### src/rtl/cache_pkg.sv
// Shared types and address helpers for the instruction cache slice.
package cache_pkg;

  localparam int unsigned LINE_BYTES  = 16;
  localparam int unsigned LINE_BITS   = LINE_BYTES * 8;
  localparam int unsigned OFFSET_BITS = 4;

  typedef enum logic {
    IDLE,
    MISS
  } icache_state_t;

  function automatic logic [31:0] line_addr(input logic [31:0] addr);
    return {addr[31:4], 4'b0000};
  endfunction

  function automatic logic [1:0] word_sel(input logic [31:0] addr);
    return addr[3:2];
  endfunction

  // Little-endian: word w occupies line[w*32 +: 32].
  function automatic logic [31:0] line_word(input logic [LINE_BITS-1:0] line,
                                            input logic [1:0]           w);
    return line[{w, 5'b00000} +: 32];
  endfunction

endpackage

### src/rtl/icache_line_store.sv
// Data/tag/valid arrays: one write port, one combinational read port, bulk valid clear.
module icache_line_store
  import cache_pkg::*;
#(
  parameter int unsigned NUM_LINES = 4,
  parameter int unsigned IB        = $clog2(NUM_LINES),
  parameter int unsigned TAG_BITS  = 32 - OFFSET_BITS - IB
) (
  input  logic                 clk,
  input  logic                 reset,
  input  logic                 clear_valid,
  input  logic                 wr_en,
  input  logic [IB-1:0]        wr_index,
  input  logic [TAG_BITS-1:0]  wr_tag,
  input  logic [LINE_BITS-1:0] wr_data,
  input  logic [IB-1:0]        rd_index,
  output logic                 rd_valid,
  output logic [TAG_BITS-1:0]  rd_tag,
  output logic [LINE_BITS-1:0] rd_data
);

  logic [NUM_LINES-1:0] valid;
  logic [LINE_BITS-1:0] data_mem [NUM_LINES];
  logic [TAG_BITS-1:0]  tag_mem  [NUM_LINES];

  // Clear takes priority so an invalidate can veto a coincident install.
  always_ff @(posedge clk or posedge reset) begin
    if (reset) begin
      valid <= '0;
    end else if (clear_valid) begin
      valid <= '0;
    end else if (wr_en) begin
      valid[wr_index] <= 1'b1;
    end
  end

  always_ff @(posedge clk) begin
    if (wr_en) begin
      data_mem[wr_index] <= wr_data;
      tag_mem[wr_index]  <= wr_tag;
    end
  end

  assign rd_valid = valid[rd_index];
  assign rd_tag   = tag_mem[rd_index];
  assign rd_data  = data_mem[rd_index];

endmodule

### src/rtl/icache_line_fetcher.sv
// Direct-mapped read-only instruction cache; fetches 128-bit lines on a miss.
module icache_line_fetcher
  import cache_pkg::*;
#(
  parameter int unsigned NUM_LINES  = 4,
  parameter int unsigned LINE_BYTES = 16
) (
  input  logic                      clk,
  input  logic                      reset,
  input  logic                      in_fetch_valid,
  input  logic [31:0]               in_fetch_addr,
  input  logic                      in_invalidate,
  output logic [31:0]               out_fetch_data,
  output logic                      out_fetch_ready,
  output logic                      out_stall,
  output logic                      out_mem_read_en,
  output logic                      out_mem_write_en,
  output logic [31:0]               out_mem_addr,
  output logic [127:0]              out_mem_write_data,
  input  logic [LINE_BYTES*8-1:0]   in_mem_read_data,
  input  logic                      in_mem_ready
);

  localparam int unsigned IB       = $clog2(NUM_LINES);
  localparam int unsigned TAG_BITS = 32 - OFFSET_BITS - IB;

  icache_state_t state, state_next;

  logic [31:0]          mem_addr_q;
  logic                 miss_capture;
  logic                 fill;
  logic                 hit;
  logic                 rd_valid;
  logic [TAG_BITS-1:0]  rd_tag;
  logic [LINE_BITS-1:0] rd_data;
  logic [IB-1:0]        fetch_index;
  logic [TAG_BITS-1:0]  fetch_tag;
  logic                 unused_addr_bits;

  assign fetch_index      = in_fetch_addr[OFFSET_BITS +: IB];
  assign fetch_tag        = in_fetch_addr[31 -: TAG_BITS];
  assign unused_addr_bits = ^in_fetch_addr[1:0];
  assign hit              = in_fetch_valid & rd_valid & (rd_tag == fetch_tag);

  // Fill index/tag come from the held miss address, so a fill completes even if fetch drops valid.
  icache_line_store #(
    .NUM_LINES (NUM_LINES),
    .IB        (IB),
    .TAG_BITS  (TAG_BITS)
  ) u_store (
    .clk         (clk),
    .reset       (reset),
    .clear_valid (in_invalidate),
    .wr_en       (fill),
    .wr_index    (mem_addr_q[OFFSET_BITS +: IB]),
    .wr_tag      (mem_addr_q[31 -: TAG_BITS]),
    .wr_data     (in_mem_read_data),
    .rd_index    (fetch_index),
    .rd_valid    (rd_valid),
    .rd_tag      (rd_tag),
    .rd_data     (rd_data)
  );

  always_ff @(posedge clk or posedge reset) begin
    if (reset) begin
      state      <= IDLE;
      mem_addr_q <= '0;
    end else begin
      state <= state_next;
      if (miss_capture) begin
        mem_addr_q <= line_addr(in_fetch_addr);
      end
    end
  end

  always_comb begin
    state_next      = state;
    out_fetch_ready = 1'b0;
    out_fetch_data  = '0;
    out_stall       = 1'b0;
    out_mem_read_en = 1'b0;
    miss_capture    = 1'b0;
    fill            = 1'b0;
    case (state)
      IDLE: begin
        if (in_fetch_valid) begin
          if (hit) begin
            out_fetch_ready = 1'b1;
            out_fetch_data  = line_word(rd_data, word_sel(in_fetch_addr));
          end else begin
            out_stall    = 1'b1;
            miss_capture = 1'b1;
            state_next   = MISS;
          end
        end
      end
      MISS: begin
        out_stall       = 1'b1;
        out_mem_read_en = ~in_mem_ready;
        if (in_mem_ready) begin
          fill       = ~in_invalidate;
          state_next = IDLE;
        end
      end
      default: state_next = IDLE;
    endcase
  end

  assign out_mem_addr       = mem_addr_q;
  assign out_mem_write_en   = 1'b0;
  assign out_mem_write_data = '0;

endmodule
### config.mk
export PLATFORM = sky130hd
export DESIGN_NAME = icache_line_fetcher
export DESIGN_NICKNAME = d
export VERILOG_FILES = /design/src/rtl/cache_pkg.sv /design/src/rtl/icache_line_store.sv /design/src/rtl/icache_line_fetcher.sv
export SDC_FILE = /design/constraint.sdc
export NUM_CORES = 1
export LEC_CHECK = 0
export CORE_ASPECT_RATIO = 1.25
export CORE_UTILIZATION = 49
export CTS_CLUSTER_DIAMETER = 100
export DETAILED_ROUTE_END_ITERATION = 7
export GPL_TIMING_DRIVEN = 0
export PLACE_DENSITY = 0.87
export SLEW_MARGIN = 10
export SYNTH_ARGS = -nofsm -noshare
export SYNTH_HDL_FRONTEND = slang
export SYNTH_SLANG_ARGS = --single-unit
### constraint.sdc
create_clock -name clk -period 11.53 [get_ports clk]
set_input_delay 2.8825 -clock clk [delete_from_list [all_inputs] [get_ports clk]]
set_output_delay 2.8825 -clock clk [all_outputs]
set_load 0.1 [all_outputs]
Yosys cells after proc, flatten, opt, wreduce, memory -nomap -nowiden
Memory sizes are Yosys's and may differ from the RTL's.
Index checks and enable logic that the tools add are counted.
{ "classes": {"reduce_logical": 2, "n_shift": 1, "n_lt_le_gt_ge": 3, "eq_ne": 1, "bitwise": 6, "muxes": 23} }
{ "op_table": {"columns": ["cell", "n"], "rows": [
  ["variable part select 128 x 8 -> 32 bit", 1],
  ["2-to-1 mux 32 bit", 3],
  ["== test 26 bit", 1],
  ["2-to-1 mux 1 bit", 14],
  ["2-to-1 mux 4 bit", 2],
  ["less-than comparator 2 x 3 -> 1 bit (second input constant)", 2],
  ["OR 4 bit", 1],
  ["case mux 1 bit (2 select lines)", 2],
  ["NOT 1 bit", 3],
  ["bitwise AND 1 bit", 2],
  ["binary-select mux 1 bit (select 2 bit)", 1],
  ["demux 1 bit (select 2 bit)", 1],
  [">= comparator 2 x 1 -> 1 bit (second input constant)", 1],
  ["nonzero test 2 bit", 1],
  ["logical AND 1 bit", 1]
]} }
{ "totals": {"memories": 2, "inputBits": 165, "regBits": 33, "ram_bits": 616} }
{ "mem_list": {"columns": ["memory", "depth", "word_bits", "read_ports", "rd_clocked_by_memory_dff", "write_ports", "line", "text"], "rows": [
  ["u_store.data_mem", 4, 128, 1, 0, 1, "icache_line_store.sv:23", "logic [LINE_BITS-1:0] data_mem [NUM_LINES];"],
  ["u_store.tag_mem", 4, 26, 1, 0, 1, "icache_line_store.sv:24", "logic [TAG_BITS-1:0] tag_mem [NUM_LINES];"]
]} }

Depth between registers and ports, before layout
{ "depth": {"ltp_word": 7, "mapped_depth": 11, "mapped_depth_nobuf": 6} }

Cells and area by module
Synthesis repeated with hierarchy kept, for this count alone.
{ "hier_totals": {"cells_unflattened": 1142, "area_unflattened_um2": 25804.7} }
{ "by_module_without_submodules": {"columns": ["mod", "instances", "area_per_inst_um2", "cells_each", "seq_area_each_um2"], "rows": [
  ["icache_line_store", 1, 22391.5, 821, 18597.8],
  ["icache_line_fetcher", 1, 3413.3, 321, 725.7]
]} }

Least setup slack after synthesis
Ideal clock, no wire load.
{ "synth_path": {"kind": "input -> register", "startpoint": "input port in_invalidate", "endpoint": "memory u_store.data_mem[2][0] (netlist bit), enable pin", "arrival_ns": 14.268, "setup_time_ns": 0.893, "required_ns": 10.637, "setup_slack_ns": -3.631, "cell_stages": 2, "cell_sequence": "nand3b_1 nor3b_1"} }
{ "synth_between": {"elab_chain_cells": 5} }
{ "synth_lines": {"columns": ["item", "line", "text"], "rows": [
  ["start, declared", "icache_line_fetcher.sv:12", "input logic in_invalidate,"],
  ["NOT 1 bit", "icache_line_fetcher.sv:101", "fill = ~in_invalidate;"],
  ["2-to-1 mux 1 bit", "icache_line_fetcher.sv:100", "if (in_mem_ready) begin"],
  ["2-to-1 mux 1 bit", "icache_line_fetcher.sv:84", "case (state)"],
  ["2-to-1 mux 1 bit", "icache_line_store.sv:38", "if (wr_en) begin"],
  ["2-to-1 mux 1 bit (implied by the code)", "icache_line_store.sv:39", "data_mem[wr_index] <= wr_data;"],
  ["end, declared", "icache_line_store.sv:23", null]
]} }
Every way passes these cells.

Worst setup path after layout
{ "layout_path": {"startpoint": "input port in_fetch_addr[5]", "endpoint": "output port out_fetch_data[5]"} }
{ "layout_between": {"elab_chain_cells": 7, "word_cells_on_any_way": 11, "classes_between": "eq/ne: 1; shift: 1; mux: 5; bitwise: 2; memory: 2"} }
{ "layout_lines": {"columns": ["item", "line", "text"], "rows": [
  ["start, declared", "icache_line_fetcher.sv:11", "input logic [31:0] in_fetch_addr,"],
  ["parallel branches: the longest is 4 deep, another holds memory (4 x 128 bit)", null, null],
  ["2-to-1 mux 32 bit *", "icache_line_fetcher.sv:87", "if (hit) begin"],
  ["2-to-1 mux 32 bit *", "icache_line_fetcher.sv:86", "if (in_fetch_valid) begin"],
  ["2-to-1 mux 32 bit *", "icache_line_fetcher.sv:84", null],
  ["end, declared", "icache_line_fetcher.sv:13", "output logic [31:0] out_fetch_data,"]
]} }
Mark *: on every way between the ends. The select of a mux whose other input is x is not followed.

==> impl_metrics.tcl <==
set metrics [dict create \
    outcome "finished, final reports clean" \
    peakVddDrop_uv 129 \
    synth_edf_count 616 \
    p_per_area_mw_per_mm2 173 \
    p_leak_nw 11.1 \
    grt_usage 0.223 \
    placed_area_sq_mm 0.0304 \
    final_util 0.618 \
    io_buffers 223 \
    path_clk_slew_ns 0.06 \
    dieArea_sq_mm 0.0542 \
    critPathKind "in -> out" \
    synth_top_area_share 0.709 \
    syn_area_sq_mm 0.0261 \
    synthCells 1197 \
    cp_common_cell "clkdlybuf4s50_1" \
    drt_wl_total_um 60400 \
    startpoint_type "input pin" \
    setup_slack_ns 0.673 \
    viasPerCell 5.54 \
    finalHoldViolCount 0 \
    clock-sinks 649 \
    critPathMaxStageDelay_ns 1.23 \
    layout-drive-gt1-share 0.292 \
    row_count 94 \
    synthFlopType "edfxtp_1" \
    dpl.hpwl_um 41400 \
    wire_per_inst_um 25.4 \
    grt_first_pass_wirelength_um 88300 \
    die_w_um 208 \
    critPathTopFamily "buffers and inverters" \
    yosys-top-cells-area "edfxtp_1 71%, mux4_2 15%, buf_4 3.9%, dfrtp_1 3.2%, mux2i_1 1.0%" \
    antenna_found_initial 21 \
    ctsResizeCount 0 \
    post_cts_buffers 0 \
    initial_core_util 0.496 \
    relSlewSlack 0.179 \
    finish.instance_area_sq_mm 0.0325 \
    cp.required_ns 8.65 \
    ys_async_sr_fraction 0.0508 \
    cts_buffer_depth 3 \
    cts_root_buf "clkbuf_16" \
    path_buf_inv 5 \
    place_ws_ns 0.843 \
    cap_violations 0 \
    r2r-start "state" \
    area_growth_pct 24.4 \
    clock_latency_ns 0.63 \
    crit_start "in_fetch_addr[5]" \
    drtIter0Drc 1053 \
    rsz0062_at_grt "false" \
    fmax_mhz 92.1 \
    fin_crit_sh 0.942 \
    slew_violations 0 \
    vias 13200 \
    cp_slowest_cell "clkdlybuf4s50_1" \
    gp_congestion 0.824 \
    first_pass_iters 5 \
    setup_viol 0 \
    tightest_slew_ns 1.23 \
    finalPower_mw 5.60 \
    ant_nets 0 \
    synth.distinct_cells 45 \
    grt_pass1_vias 13900 \
    grt_max_degree 41 \
    period_minus_slack_ns 10.86 \
    critPathCaptureType "output port" \
    skew_ns 0.0196 \
    postCtsHoldBufs 0 \
    cp_max_fo 10 \
    fill_cells 3555 \
    hold_ws_ns 0.497 \
    crit_arrival_ns 7.97 \
    core-area_sq_mm 0.0526 \
    cts_tree "done" \
    yosysTopAreaCell "edfxtp_1" \
    hold_start "u_store.valid[1]" \
    cts_inserted_buffers 61 \
    fin_nets 1816 \
    fp.dieH_um 260 \
    grt_remaining_overflow 0 \
    worstHoldPathType "reg -> reg" \
    yosysSeqAreaShare 0.740 \
    yosysWarnings 0 \
    io_pins 361 \
    avgSynthCellArea_sq_um 21.8 \
    drc 0 \
    synth-seq-cells 649 \
    crit_chain "clkdlybuf4s50_1 -> buf_4 -> buf_2 -> mux4_2 -> xnor2_1 -> nand2_1 -> nor4_1 -> nand4_1 -> clkbuf_1 -> nor3b_1 -> clkdlybuf4s50_1" \
    htreeDepth 2 \
]
-- cells in the final DEF (no fill, tap or decap), types with 3 or more instances in the layout --
master,instances
a21oi_1,5
buf_12,8
buf_16,11
buf_2,17
buf_4,137
buf_6,3
buf_8,17
bufinv_16,6
clkbuf_1,43
clkbuf_16,63
clkbuf_8,3
clkdlybuf4s50_1,223
clkinv_1,9
clkinv_2,8
conb_1,133
dfrtp_1,33
diode_2,11
edfxtp_1,616
inv_1,3
inv_6,3
mux2_2,19
mux2_4,9
mux2i_1,27
mux4_2,177
nand2_1,11
nand2b_1,5
nand3_1,3
nand4_1,4
nor2_1,10
nor3b_1,33
xnor2_1,15
xor2_1,10
-- power breakdown --
part / internal [mW] / total, mW / switching (mW)
Combinational: 0.262 / 0.826 / 0.564
Sequential: 2.69 / 2.75 / 0.0557
Clock: 1.16 / 2.03 / 0.868
Total: 4.11 / 5.60 / 1.49
-- flip-flops by register name, summed over array words and instances, names as in the netlist --
register and count:
u_store.valid 4, u_store.data_mem 512, state 1, u_store.tag_mem 104, out_mem_addr 28
-- worst reg2reg max path, stage by stage (launching register included) --
cell	delay [ns]
dfrtp_1	0.36
clkbuf_1	0.57
nand3b_1	0.33
nor3_4	0.73
buf_8	0.28
buf_8	0.23
buf_16	0.18
buf_8	0.17
-- per-stage QoR --
step,TNS [ns],cells
floorplan,0,1329
global placement,-1716.72,2224
detailed placement,0,2260
CTS,0,2373
global route,0,2382
finish,0,2384
-- cells by family after synthesis --
logic type | share of synthesized area
flops | 0.740
other cells | 0.000144
compound gates | 0.00647
buf+inv | 0.0488
xor+xnor | 0.00839
mux | 0.176
simple gates | 0.0193
-- path summary, 6_finish.rpt --
path	end	slack, ns	cells past startpoint
max	out_fetch_data[5]	0.67	11
min	u_store.valid[1]	0.50	2
max reg2reg	u_store.data_mem[0][115]	8.41	7
min reg2reg	u_store.valid[1]	0.50	2
max in group asynchronous	out_mem_addr[28]	8.72	3
min in group asynchronous	out_mem_addr[10]	2.60	3
-- cell type report --
type                       count  area [sq um]  area share
timing repair buffer         259          2950      0.0907
multi-input combinational    490          6030       0.186
tap                          672           841      0.0259
clock buffer                  81          1670      0.0515
sequential                   649         19300       0.595
clock inverter                32           358      0.0110
inverter                       4          15.0    0.000462
antenna                       11          27.5    0.000848
buffer                       186          1260      0.0388
-- cells in the mapped netlist, types with 2 or more instances --
cell type and n:
a211oi_1 2, mux4_2 177, nor2b_1 2, mux2i_1 27
clkbuf_1 28, mux2_2 19, nand4_1 4, xor2_1 10
xnor2_1 15, dfrtp_1 33, a21oi_1 5, buf_2 17
nor3b_1 34, inv_1 4, a221oi_2 2, edfxtp_1 616
buf_4 137, nand2b_1 5, and3_1 2, nor2_1 11
nand3_1 3, a221oi_1 2, mux2_4 9, nand2_1 11
buf_6 2
-- layer usage --
layer	wire (um)	vias up	GRT usage	part of all wire
met5	143	-	0	0.0024
met4	2360	20	0.107	0.039
met3	4860	167	0.0539	0.080
met2	31500	708	0.386	0.52
met1	21600	6732	0.264	0.36
li1	-	5580	-	-
(Power assumes the default switching activity.)
